==> config.mk <==
export PLATFORM = sky130hd
export DESIGN_NAME = button_event_arbiter_flat
export DESIGN_NICKNAME = d
export VERILOG_FILES = /design/src/rtl/button_evt_pkg.sv /design/src/rtl/button_event_arbiter_if.sv /design/src/rtl/button_event_fifo.sv /design/src/rtl/button_event_arbiter.sv /design/src/flat_wrapper.sv
export SDC_FILE = /design/constraint.sdc
export NUM_CORES = 1
export LEC_CHECK = 0
export ABC_CLOCK_PERIOD_IN_PS = 4300
export BUFFER_PORTS_ARGS = -buffer_cell sky130_fd_sc_hd__buf_4
export CAP_MARGIN = 5
export CORE_MARGIN = 5
export CORE_UTILIZATION = 53
export CTS_CLUSTER_DIAMETER = 200
export DETAILED_ROUTE_END_ITERATION = 6
export PLACE_DENSITY = 0.74
export SYNTH_ARGS = -nofsm -noshare
export SYNTH_HDL_FRONTEND = slang
export SYNTH_SLANG_ARGS = --single-unit
==> constraint.sdc <==
create_clock -name clk -period 4.3 [get_ports clk]
set_clock_uncertainty 0.1 [all_clocks]
set_input_delay 0.86 -clock clk [delete_from_list [all_inputs] [get_ports clk]]
set_output_delay 0.86 -clock clk [all_outputs]
set_load 0.02 [all_outputs]
==> src/rtl/button_evt_pkg.sv <==
// rtl/button_evt_pkg.sv - shared event encodings, FSM states and event record layout
package button_evt_pkg;

   // Event type codes carried on evt_type; 2'b11 is never produced
   localparam logic [1:0] EVT_PRESS   = 2'b00;
   localparam logic [1:0] EVT_RELEASE = 2'b01;
   localparam logic [1:0] EVT_LONG    = 2'b10;

   localparam int EVT_ID_W   = 3;
   localparam int EVT_TYPE_W = 2;
   localparam int EVT_REC_W  = EVT_ID_W + EVT_TYPE_W;

   // Per-button press tracking
   typedef enum logic [1:0] {
      ST_IDLE    = 2'b00,
      ST_PRESSED = 2'b01,
      ST_HELD    = 2'b10
   } btn_state_e;

   // One queued event: which button and what happened
   typedef struct packed {
      logic [EVT_ID_W-1:0]   id;
      logic [EVT_TYPE_W-1:0] etype;
   } evt_rec_t;

endpackage

==> src/rtl/button_event_arbiter_if.sv <==
// rtl/button_event_arbiter_if.sv - event output handshake between arbiter and consumer
interface button_event_arbiter_if;
   import button_evt_pkg::*;

   logic                  evt_valid;
   logic                  evt_ready;
   logic [EVT_ID_W-1:0]   evt_id;
   logic [EVT_TYPE_W-1:0] evt_type;

   // Producer side: the arbiter
   modport master (output evt_valid, output evt_id, output evt_type, input evt_ready);
   // Consumer side
   modport slave  (input evt_valid, input evt_id, input evt_type, output evt_ready);
endinterface

==> src/rtl/button_event_fifo.sv <==
// rtl/button_event_fifo.sv - synchronous event queue with registered occupancy count
module button_event_fifo #(
   parameter int DEPTH = 4,
   parameter int WIDTH = 5
) (
   input  logic             clk,
   input  logic             reset,
   input  logic             push_i,
   input  logic [WIDTH-1:0] push_data_i,
   input  logic             pop_i,
   output logic [WIDTH-1:0] head_o,
   output logic             empty_o,
   output logic             full_o
);
   localparam int PTR_W = (DEPTH > 1) ? $clog2(DEPTH) : 1;
   localparam int CNT_W = PTR_W + 1;

   logic [WIDTH-1:0] mem_q [DEPTH];
   logic [PTR_W-1:0] wr_ptr_q, wr_ptr_d;
   logic [PTR_W-1:0] rd_ptr_q, rd_ptr_d;
   logic [CNT_W-1:0] count_q, count_d;
   logic             do_push;
   logic             do_pop;

   // Fullness comes from the registered count only, so a same-cycle pop never frees a slot early
   assign full_o  = (count_q == CNT_W'(DEPTH));
   assign empty_o = (count_q == '0);
   assign do_push = push_i & ~full_o;
   assign do_pop  = pop_i & ~empty_o;
   // Head reads as zero when empty so the output bus is clean after reset
   assign head_o  = empty_o ? '0 : mem_q[rd_ptr_q];

   // Pointer and count next state; pointers wrap naturally since DEPTH is a power of two
   always_comb begin
      wr_ptr_d = wr_ptr_q;
      rd_ptr_d = rd_ptr_q;
      if (do_push) wr_ptr_d = wr_ptr_q + PTR_W'(1);
      if (do_pop)  rd_ptr_d = rd_ptr_q + PTR_W'(1);
      count_d = count_q + CNT_W'(do_push) - CNT_W'(do_pop);
   end

   // Control registers
   always_ff @(posedge clk) begin
      if (reset) begin
         wr_ptr_q <= '0;
         rd_ptr_q <= '0;
         count_q  <= '0;
      end else begin
         wr_ptr_q <= wr_ptr_d;
         rd_ptr_q <= rd_ptr_d;
         count_q  <= count_d;
      end
   end

   // Storage array; contents are don't-care until written
   always_ff @(posedge clk) begin
      if (do_push) mem_q[wr_ptr_q] <= push_data_i;
   end

endmodule

==> src/rtl/button_event_arbiter.sv <==
// rtl/button_event_arbiter.sv - per-button press/release/long detection with priority event queue
module button_event_arbiter
   import button_evt_pkg::*;
#(
   parameter int NUM_BUTTONS       = 4,
   parameter int LONG_PRESS_CYCLES = 50000000,
   parameter int FIFO_DEPTH        = 4
) (
   input  logic                   clk,
   input  logic                   reset,
   input  logic [NUM_BUTTONS-1:0] btn_db,
   button_event_arbiter_if.master evt_if,
   output logic                   overflow,
   input  logic                   overflow_clr
);
   localparam logic [31:0] LONG_LAST = 32'(LONG_PRESS_CYCLES - 1);

   btn_state_e             state_q [NUM_BUTTONS];
   btn_state_e             state_d [NUM_BUTTONS];
   logic [31:0]            cnt_q [NUM_BUTTONS];
   logic [31:0]            cnt_d [NUM_BUTTONS];
   logic [NUM_BUTTONS-1:0] prev_q;
   logic [NUM_BUTTONS-1:0] rise;
   logic [NUM_BUTTONS-1:0] fall;
   logic [NUM_BUTTONS-1:0] emit;
   logic [1:0]             emit_type [NUM_BUTTONS];

   logic [NUM_BUTTONS-1:0] slot_valid_q, slot_valid_d;
   logic [1:0]             slot_type_q [NUM_BUTTONS];
   logic [1:0]             slot_type_d [NUM_BUTTONS];
   logic [NUM_BUTTONS-1:0] grant;
   logic [NUM_BUTTONS-1:0] drop;
   logic                   arb_found;
   evt_rec_t               push_rec;
   evt_rec_t               head_rec;
   logic                   fifo_full;
   logic                   fifo_empty;
   logic                   overflow_q, overflow_d;

   assign rise = btn_db & ~prev_q;
   assign fall = ~btn_db & prev_q;

   // Press-tracking FSM per button; the counter only advances while PRESSED, so it cannot wrap
   always_comb begin
      for (int i = 0; i < NUM_BUTTONS; i++) begin
         state_d[i]   = state_q[i];
         cnt_d[i]     = cnt_q[i];
         emit[i]      = 1'b0;
         emit_type[i] = EVT_PRESS;
         case (state_q[i])
            ST_IDLE: begin
               if (rise[i]) begin
                  state_d[i]   = ST_PRESSED;
                  cnt_d[i]     = '0;
                  emit[i]      = 1'b1;
                  emit_type[i] = EVT_PRESS;
               end
            end
            ST_PRESSED: begin
               if (fall[i]) begin
                  state_d[i]   = ST_IDLE;
                  emit[i]      = 1'b1;
                  emit_type[i] = EVT_RELEASE;
               end else if (cnt_q[i] == LONG_LAST) begin
                  state_d[i]   = ST_HELD;
                  emit[i]      = 1'b1;
                  emit_type[i] = EVT_LONG;
               end else begin
                  cnt_d[i] = cnt_q[i] + 32'd1;
               end
            end
            ST_HELD: begin
               if (fall[i]) begin
                  state_d[i]   = ST_IDLE;
                  emit[i]      = 1'b1;
                  emit_type[i] = EVT_RELEASE;
               end
            end
            default: state_d[i] = ST_IDLE;
         endcase
      end
   end

   // Fixed-priority grant of one pending slot per cycle, lowest index first, only with queue space
   always_comb begin
      grant     = '0;
      arb_found = 1'b0;
      push_rec  = '0;
      for (int i = 0; i < NUM_BUTTONS; i++) begin
         if (slot_valid_q[i] && !arb_found && !fifo_full) begin
            grant[i]       = 1'b1;
            arb_found      = 1'b1;
            push_rec.id    = EVT_ID_W'(i);
            push_rec.etype = slot_type_q[i];
         end
      end
   end

   // Pending slot update: a granted slot can refill on the same edge, an occupied one drops new events
   always_comb begin
      for (int i = 0; i < NUM_BUTTONS; i++) begin
         slot_valid_d[i] = slot_valid_q[i];
         slot_type_d[i]  = slot_type_q[i];
         drop[i]         = 1'b0;
         if (grant[i]) begin
            slot_valid_d[i] = emit[i];
            slot_type_d[i]  = emit_type[i];
         end else if (emit[i]) begin
            if (slot_valid_q[i]) begin
               drop[i] = 1'b1;
            end else begin
               slot_valid_d[i] = 1'b1;
               slot_type_d[i]  = emit_type[i];
            end
         end
      end
      // A drop in the same cycle as a clear keeps the flag set
      if (|drop)             overflow_d = 1'b1;
      else if (overflow_clr) overflow_d = 1'b0;
      else                   overflow_d = overflow_q;
   end

   // State registers; reset clears history so a held button re-reports PRESS afterwards
   always_ff @(posedge clk) begin
      if (reset) begin
         prev_q       <= '0;
         slot_valid_q <= '0;
         overflow_q   <= 1'b0;
         for (int i = 0; i < NUM_BUTTONS; i++) begin
            state_q[i]     <= ST_IDLE;
            cnt_q[i]       <= '0;
            slot_type_q[i] <= EVT_PRESS;
         end
      end else begin
         prev_q       <= btn_db;
         slot_valid_q <= slot_valid_d;
         overflow_q   <= overflow_d;
         for (int i = 0; i < NUM_BUTTONS; i++) begin
            state_q[i]     <= state_d[i];
            cnt_q[i]       <= cnt_d[i];
            slot_type_q[i] <= slot_type_d[i];
         end
      end
   end

   button_event_fifo #(
      .DEPTH (FIFO_DEPTH),
      .WIDTH (EVT_REC_W)
   ) u_fifo (
      .clk         (clk),
      .reset       (reset),
      .push_i      (|grant),
      .push_data_i (push_rec),
      .pop_i       (evt_if.evt_ready),
      .head_o      (head_rec),
      .empty_o     (fifo_empty),
      .full_o      (fifo_full)
   );

   assign evt_if.evt_valid = ~fifo_empty;
   assign evt_if.evt_id    = head_rec.id;
   assign evt_if.evt_type  = head_rec.etype;
   assign overflow         = overflow_q;

endmodule

==> src/flat_wrapper.sv <==
// flat-port wrapper written by rule: the top's interface ports become plain ports
module button_event_arbiter_flat import button_evt_pkg::*;
#(
   parameter int NUM_BUTTONS       = 4,
   parameter int LONG_PRESS_CYCLES = 50000000,
   parameter int FIFO_DEPTH        = 4
)
  (clk, reset, btn_db, overflow, overflow_clr, evt_if_evt_valid, evt_if_evt_id, evt_if_evt_type, evt_if_evt_ready);
  button_event_arbiter_if evt_if_i ();
  input  logic clk;
  input  logic reset;
  input  logic [NUM_BUTTONS-1:0] btn_db;
  output logic overflow;
  input  logic overflow_clr;
  output wire logic [$bits(evt_if_i.evt_valid)-1:0] evt_if_evt_valid;
  output wire logic [$bits(evt_if_i.evt_id)-1:0] evt_if_evt_id;
  output wire logic [$bits(evt_if_i.evt_type)-1:0] evt_if_evt_type;
  input wire logic [$bits(evt_if_i.evt_ready)-1:0] evt_if_evt_ready;
  assign evt_if_evt_valid = evt_if_i.evt_valid;
  assign evt_if_evt_id = evt_if_i.evt_id;
  assign evt_if_evt_type = evt_if_i.evt_type;
  assign evt_if_i.evt_ready = evt_if_evt_ready;
  button_event_arbiter #(.NUM_BUTTONS(NUM_BUTTONS), .LONG_PRESS_CYCLES(LONG_PRESS_CYCLES), .FIFO_DEPTH(FIFO_DEPTH)) u_core (.clk(clk), .reset(reset), .btn_db(btn_db), .evt_if(evt_if_i), .overflow(overflow), .overflow_clr(overflow_clr));
endmodule
==> metrics.md, run 1 <==
| Metric | Value |
|---|---|
| CTS Sinks | `between 150 and 200` |
| EDFF count, synth | `16` |
| Vias in the first global route | `6973` |
| Setup_tns | `0 ns` |
| Slew Limit Fails | `0` |
| TritonRoute pass-1 iters | `5` |
| Filler Cell Count | `approximately 1500` |
| Most frequent cells in the layout | `dfxtp_1 (162), nor2_1 (146), nand2_1 (68), xnor2_1 (61), nand3_1 (58)` |
| Slew @ Worst Pin | `between 0.8 and 0.9 ns` |
| Non-Filler Instances | `1316` |
| IO Count | `15` |
| Yosys cell types | `70` |
| Initial DRC Count | `~450` |
| Row count | `48` |
| Critical path fanouts, max | `13` |
| Total gr overflow | `0` |
| Area of the multi-input gates | `5260 µm²` |
| Worst path slowest cell | `o31ai_2` |
| Vias/cell | `5.69` |
| Die height | `142 µm` |
| Period utilization | `between 70 and 80%` |
| CTS tree | `done` |
| Worst skew pair latency | `~0.44 ns` |
| Drt wl/cell | `14.0 µm` |
| Synthesis-stage register bit count | `178` |
| Delay-heaviest family, CP | `simple AND/OR/NAND/NOR gates` |
| CTS max path bufs | `2` |
| Peak VDD IR | `between 300 and 400 µV` |
| Worst endpoint required time | `4.52 ns` |
| IO Port Bufs | `13` |
| Crit start category | `flop` |
| H-tree levels | `4` |
| FF/Latch Area | `3720 µm²` |
| P&R area growth vs syn | `9.60%` |
| Final nets | `1113` |
| Top_reg_cell synth | `dfxtp_1` |
| Pwr dens | `419 nW/µm²` |
| Hold WC Path Type | `flop to flop` |
| Worst setup EP type | `flop` |
| Yosys top cell area share | `35.0%` |
| Synth async-reset ratio | `0%` |
| Max Freq | `approximately 320 MHz` |
| Die area | `between 20000 and 25000 µm²` |
| DRC | `0` |
| Avg Cell Area, Syn | `8.59 µm²` |
| Lkg Pwr | `between 0.003 and 0.004 µW` |
| Sequential fraction of the synthesis area | `40.2%` |
| GPL Wtd Cong | `0.853` |
| CTS Root Cell | `clkbuf_16` |
| Crit path largest cell delay | `between 0.7 and 0.8 ns` |
| Worst slew margin | `a little under half` |
| Critical-path cell list | `inv_1 > ha_1 > inv_1 > o31ai_2 > nand4_1 > nor4_1 > xnor2_1 > nor2_1` |
| Most common cell on crit path | `inv_1` |
| Worst path buffer plus inverter count | `2` |
| WP data arrival | `roughly 3.3 ns` |
| Dpl cells | `1284` |
| Global-route wire length before repair | `about 32 mm` |
| Outcome | `finished, final reports clean` |
| CTS Buf Count | `17` |
| Tmin final | `roughly 3.1 ns` |
| Tot GR Track Use | `roughly a fifth` |
| Share of cells above drive strength 1 | `under 10%` |
| Clk slew on worst S/H paths | `0.07 ns` |
| Antenna Nets Post-Route | `0` |
| Top post-synthesis cells by area | `dfxtp_1 (35%), nor2_1 (5.9%), xnor2_1 (5.8%), edfxtp_1 (5.2%), nand4_1 (3.8%)` |
| RSZ-0062 raised after global routing | `false` |
| Warnings, synthesis | `0` |
| Post-CTS setup buffer count | `0` |
| Leading area contributor after synthesis | `dfxtp_1` |
| Diode count | `0` |
| Synthesized cell area | `9260 µm²` |
| Largest net degree at the start of global routing | `36` |
| Cells after Synth | `1077` |
| Starting Density | `53.7%` |
| Post-Syn Nets | `1112` |
| DIE WIDTH | `142 µm` |
| Core area | `between 15000 and 20000 µm²` |
| Post-DP HPWL | `between 10 and 15 mm` |
| Final WL | `18.5 mm` |
| Final Hold Fails | `0` |
| Hold buffers post-CTS | `0` |
| Post-CTS Resized | `0` |
| Most common cell after layout, fill and taps aside | `dfxtp_1` |
| Via Count | `7491` |
| Max cap viols | `0` |
| Setup violations, final | `0` |
| Initial antenna violation count | `0` |
| Critical path class | `flop to flop` |
## through the flow
| stage | hold WS (ns) | worst slack, ns | area (µm²) | total power, µW | utilization [%] |
|---|---|---|---|---|---|
| detailed placement | 0.356 | 1.02 | 9550 | 2720 | 55.4 |
| CTS | 0.366 | 1.15 | 10100 | 4290 | 58.8 |
| finish | 0.364 | 1.18 | 10100 | 4250 | 58.8 |
| global route | 0.384 | 0.886 | 10100 | 4470 | 58.8 |
| floorplan | 0.335 | 1.81 | 9260 | 2510 | - |
| global placement | 0.354 | 1.11 | 9550 | 2710 | 55.4 |
## power breakdown
part	switching [µW]	internal, µW	leakage (µW)	total [µW]
registers	83.7	1790	0.00146	1870
logic	491	322	0.00152	813
clock network	680	884	0.000289	1560
## area by class of cell
class | count | share of cell area [%]
Inverter | 35 | 1.30
Sequential cell | 178 | 36.7
Clock inverter | 13 | 1.48
Multi-Input combinational cell | 826 | 51.9
Clock buffer | 19 | 4.37
Timing Repair Buffer | 20 | 1.48
Tap cell | 225 | 2.78
## registers in the layout (all words and copies together), names as in the netlist, named ones only
register,cells
u_core.slot_type_q,8
u_core.overflow,1
u_core.u_fifo.wr_ptr_q,2
u_core.state_q,8
u_core.u_fifo.rd_ptr_q,2
u_core.prev_q,4
u_core.u_fifo.count_q,3
u_core.slot_valid_q,4
u_core.cnt_q,128
u_core.u_fifo.mem_q,16
## worst paths after layout
kind	startpoint	endpoint	slack, ns	cells past startpoint
setup / recovery	u_core.state_q[0][7]	u_core.cnt_q[0][127]	1.18	8
hold / removal	u_core.slot_type_q[0][1]	u_core.slot_type_q[0][1]	0.36	2
setup reg to reg	u_core.state_q[0][7]	u_core.cnt_q[0][127]	1.18	8
hold reg to reg	u_core.slot_type_q[0][1]	u_core.slot_type_q[0][1]	0.36	2
## cell usage after synthesis, types with 3 or more instances
library cell,n
a211oi_1,4
a21oi_1,50
and2_1,15
and3_1,13
and4_1,10
buf_2,8
clkbuf_1,28
dfxtp_1,162
edfxtp_1,16
ha_1,26
inv_1,35
mux2i_1,10
mux4_2,4
nand2_1,68
nand2b_1,7
nand3_1,58
nand3b_1,7
nand4_1,56
nand4b_1,3
nor2_1,146
nor2b_1,12
nor3_1,54
nor3b_1,8
nor4_1,26
nor4_2,3
nor4_4,4
nor4b_1,6
o21a_1,5
o21ai_0,43
o21ai_1,5
o31a_1,3
o31ai_4,3
or2_2,3
or3_1,36
or4_1,4
xnor2_1,61
xor2_1,37
## tightest hold or removal path, stage by stage (launching register included)
cell     delay [ns]
dfxtp_1        0.31
nand2_1        0.05
mux2i_1        0.05
## logic make-up (layout without fill, tap and decap cells)
kind of cell / count (synthesis) / in the layout / synth area share [%]
and+or+nand+nor: 551 / 551 / 32.4
DFF: 178 / 178 / 40.2
AOI/OAI and AO/OA: 134 / 134 / 9.00
xor gates and xnor gates: 98 / 98 / 9.27
buffers and inverters: 73 / 87 / 3.19
adders and majority gates: 27 / 27 / 3.73
muxes: 15 / 15 / 2.18
other: 1 / 1 / 0.0405
## routing by layer
metal | up-vias | wire length [µm] | track usage, % | part of all wire, %
met4 | 0 | 170 | 4.85 | 0.92
met5 | - | 0 | 0 | 0
met2 | 122 | 8780 | 30.8 | 48
met1 | 3486 | 8870 | 24.9 | 48
met3 | 16 | 636 | 4.37 | 3.4
li1 | 3867 | - | - | -
Note: power is estimated with default switching activity, not from simulation.
==> inputs of run 2 (changes only) <==
Settings changed: ABC_AREA from default to 1, ABC_CLOCK_PERIOD_IN_PS 4300 to 2600, PLACE_DENSITY 0.74 to 0.76.
Clock period 4.3 ns to 2.6 ns, I/O delays scaled along.
==> metrics.md, run 2 <==
| Metric | Value |
|---|---|
| Outcome | `finished, final reports clean` |
| Switching pwr | `3300 µW` |
| Most common cell after layout, fill and taps aside | `nand2_1` |
| Diode count | `0` |
| Tmin final | `2.36 ns` |
| Biggest regs | `u_core.cnt_q: 128 flops, u_core.u_fifo.mem_q: 16 flops` |
| CTS Sinks | `roughly 180` |
| Non-Filler Instances | `2108` |
| Post-synth top cells | `nand2_1 (577), nor2_1 (318), inv_1 (180)` |
| Drt wl/cell | `13.1 µm` |
| Post-layout worst setup margin | `0.240 ns` |
| Total gr overflow | `0` |
| Leading area contributor after synthesis | `dfxtp_1` |
| Top_reg_cell synth | `dfxtp_1` |
| Sequential fraction of the synthesis area | `between 30% and 40%` |
| Via Count | `11000` |
| CTS max path bufs | `2` |
| Worst setup EP type | `flop` |
| Slew Limit Fails | `0` |
| Finished Core Util | `58.2%` |
| Synthesis-stage register bit count | `178` |
| Largest Register | `u_core.cnt_q` |
| Yosys cell types | `43` |
| Vias in the first global route | `10400` |
| Tot GR Track Use | `between 20% and 30%` |
| Share of cells above drive strength 1 | `5.73%` |
| EDFF count, synth | `16` |
| WP data arrival | `2.63 ns` |
| Clk network pwr share | `30.6%` |
| CTS Root Cell | `clkbuf_16` |
| Synth async-reset ratio | `0%` |
| Die height | `156 µm` |
| Lkg Pwr | `0.00417 µW` |
| IO Port Bufs | `13` |
| Filler Cell Count | `2086` |
| Critical path fanouts, max | `6` |
| Setup_tns | `0 ns` |
| Hold WC Path Type | `input port to flop` |
| Worst path slowest cell | `fa_1` |
| Final WL | `between 20 and 30 mm` |
| CTS Buf Count | `17` |
| IO Count | `15` |
| Setup violations, final | `0` |
| R2R cell count | `15` |
| Switching part of the total power | `39.3%` |
| Worst slew margin | `51.2%` |
| Seq pwr share | `38.3%` |
| Crit path largest cell delay | `0.36 ns` |
| Hold path endpoint | `u_core.prev_q[2]` |
| Warnings, synthesis | `0` |
| TritonRoute pass-1 iters | `6` |
| Die area | `24300 µm²` |
| Most frequent cells in the layout | `nand2_1 (577), nor2_1 (316), inv_1 (179), dfxtp_1 (161), a21oi_1 (145)` |
| Post-DP HPWL | `20.4 mm` |
| Clk slew on worst S/H paths | `roughly 0.070 ns` |
| Final Hold Fails | `0` |
| Worst skew pair latency | `around 0.44 ns` |
| H-tree levels | `4` |
| Reg2reg start | `u_core.u_fifo.count_q[1]` |
| Total chip power | `8400 µW` |
| Initial DRC Count | `about 700` |
| Worst hold start | `btn_db[2]` |
| FF/Latch Area | `3720 µm²` |
| Row count | `between 50 and 60` |
| Worst hold path depth | `3` |
| CTS tree | `done` |
| P&R area growth vs syn | `8.22%` |
| Slew @ Worst Pin | `0.732 ns` |
| Max Freq | `424 MHz` |
| Post-Syn Nets | `1855` |
| Synthesized cell area | `11300 µm²` |
| Logic pwr share | `31.1%` |
| Final nets | `1855` |
| Starting Density | `53.8%` |
| Vias/cell | `5.21` |
| Critical path class | `flop to flop` |
| Dpl cells | `2074` |
| R2R setup slack | `approximately 0.24 ns` |
| Global-route wire length before repair | `47.7 mm` |
| Period utilization | `90.8%` |
| Worst r2r dst | `u_core.u_fifo.count_q[2]` |
| Peak VDD IR | `491 µV` |
| Antenna Nets Post-Route | `0` |
| Initial antenna violation count | `0` |
| Worst endpoint required time | `2.87 ns` |
| Yosys top cell area share | `28.8%` |
| Core area | `around 21000 µm²` |
| DRC | `0` |
| Most common cell in the netlist | `nand2_1` |
| Pwr dens | `~700 nW/µm²` |
| Max cap viols | `0` |
| Crit start category | `flop` |
| Pint | `5100 µW` |
| Largest net degree at the start of global routing | `66` |
| Top post-synthesis cells by area | `dfxtp_1 (29%), nand2_1 (19%), nor2_1 (11%), a21oi_1 (6.4%), inv_1 (6.0%)` |
| Most common cell on crit path | `inv_1` |
| Max FFs per register | `128` |
| Critical-path cell list | `nor2_1 > nand2_1 > nand3_2 > nor2_4 > inv_2 > nand3_1 > inv_1 > ha_1 > inv_1 > ha_1 > inv_1 > fa_1 > inv_1 > o21ai_0 > a21oi_1` |
| Area of the multi-input gates | `6570 µm²` |
| DIE WIDTH | `156 µm` |
| Cells after Synth | `1820` |
| GPL Wtd Cong | `approximately 0.95` |
| Avg Cell Area, Syn | `6.19 µm²` |
| Pre-CTS setup slack | `about 0.17 ns` |
## run 2: kinds of logic (layout without fill, tap and decap cells)
logic type	Yosys count	count (layout)	share of synthesized area, %
compound gates	204	204	9.42
flops	178	178	33.0
xor+xnor	70	70	5.44
fa+ha+maj	27	27	3.06
simple gates	1098	1098	40.1
other cells	1	1	0.0333
buf+inv	242	255	8.86
## run 2: worst max-delay path by stage
stage,from,to,depth (start not counted)
detailed placement,u_core.u_fifo.count_q[0],u_core.u_fifo.count_q[2],15
floorplan,u_core.u_fifo.count_q[1],u_core.u_fifo.count_q[2],15
global placement,u_core.u_fifo.count_q[0],u_core.u_fifo.count_q[2],15
global route,u_core.u_fifo.count_q[0],u_core.u_fifo.count_q[2],15
CTS,u_core.u_fifo.count_q[0],u_core.u_fifo.count_q[2],15
finish,u_core.u_fifo.count_q[1],u_core.u_fifo.count_q[2],15
## run 2: repair_timing
action / CTS / global route
hold buffers: 0 / 0
resized for setup: 0 / 7
setup endpoints to repair: 0 / 2
setup buffers: 0 / 2
## run 2: layer usage
layer / wire (µm) / vias up / track usage [%]
met5: 0 / - / 0
met4: 405 / 0 / 5.92
met3: 964 / 34 / 3.58
met2: 13300 / 211 / 40.8
met1: 13000 / 4981 / 30.0
li1: - / 5750 / -
## run 2: cell type report
type                    instances  area share [%]
clock buffers                  17            3.49
clock inverters                15            1.35
inverters                     188            5.79
multi-input cells            1400            53.8
flip-flops and latches        178            30.5
well taps                     275            2.82
repair buffers                 35            2.15
## run 2: power groups by stage
stage	sequential, µW	combinational [µW]	clock (µW)
2_1_floorplan	3230	2020	0
3_3_place_gp	3270	2530	0
3_5_place_dp	3270	2580	0
4_1_cts	3210	2590	2610
5_1_grt	3250	2940	2750
6_report	3220	2610	2570
## run 2: through the flow
stage	cell area [µm²]	hold slack (ns)
2_1_floorplan	11300	0.336
3_3_place_gp	11600	0.351
3_5_place_dp	11600	0.353
4_1_cts	12200	0.217
5_1_grt	12200	0.227
6_report	12200	0.224
## run 2: worst max-delay path, delay by kind of cell, from the launching register on
kind	cells	cell delay (ns)
simple gates	5	0.57
fa+ha+maj	3	0.77
compound gates	2	0.19
flops	1	0.35
buf+inv	5	0.32
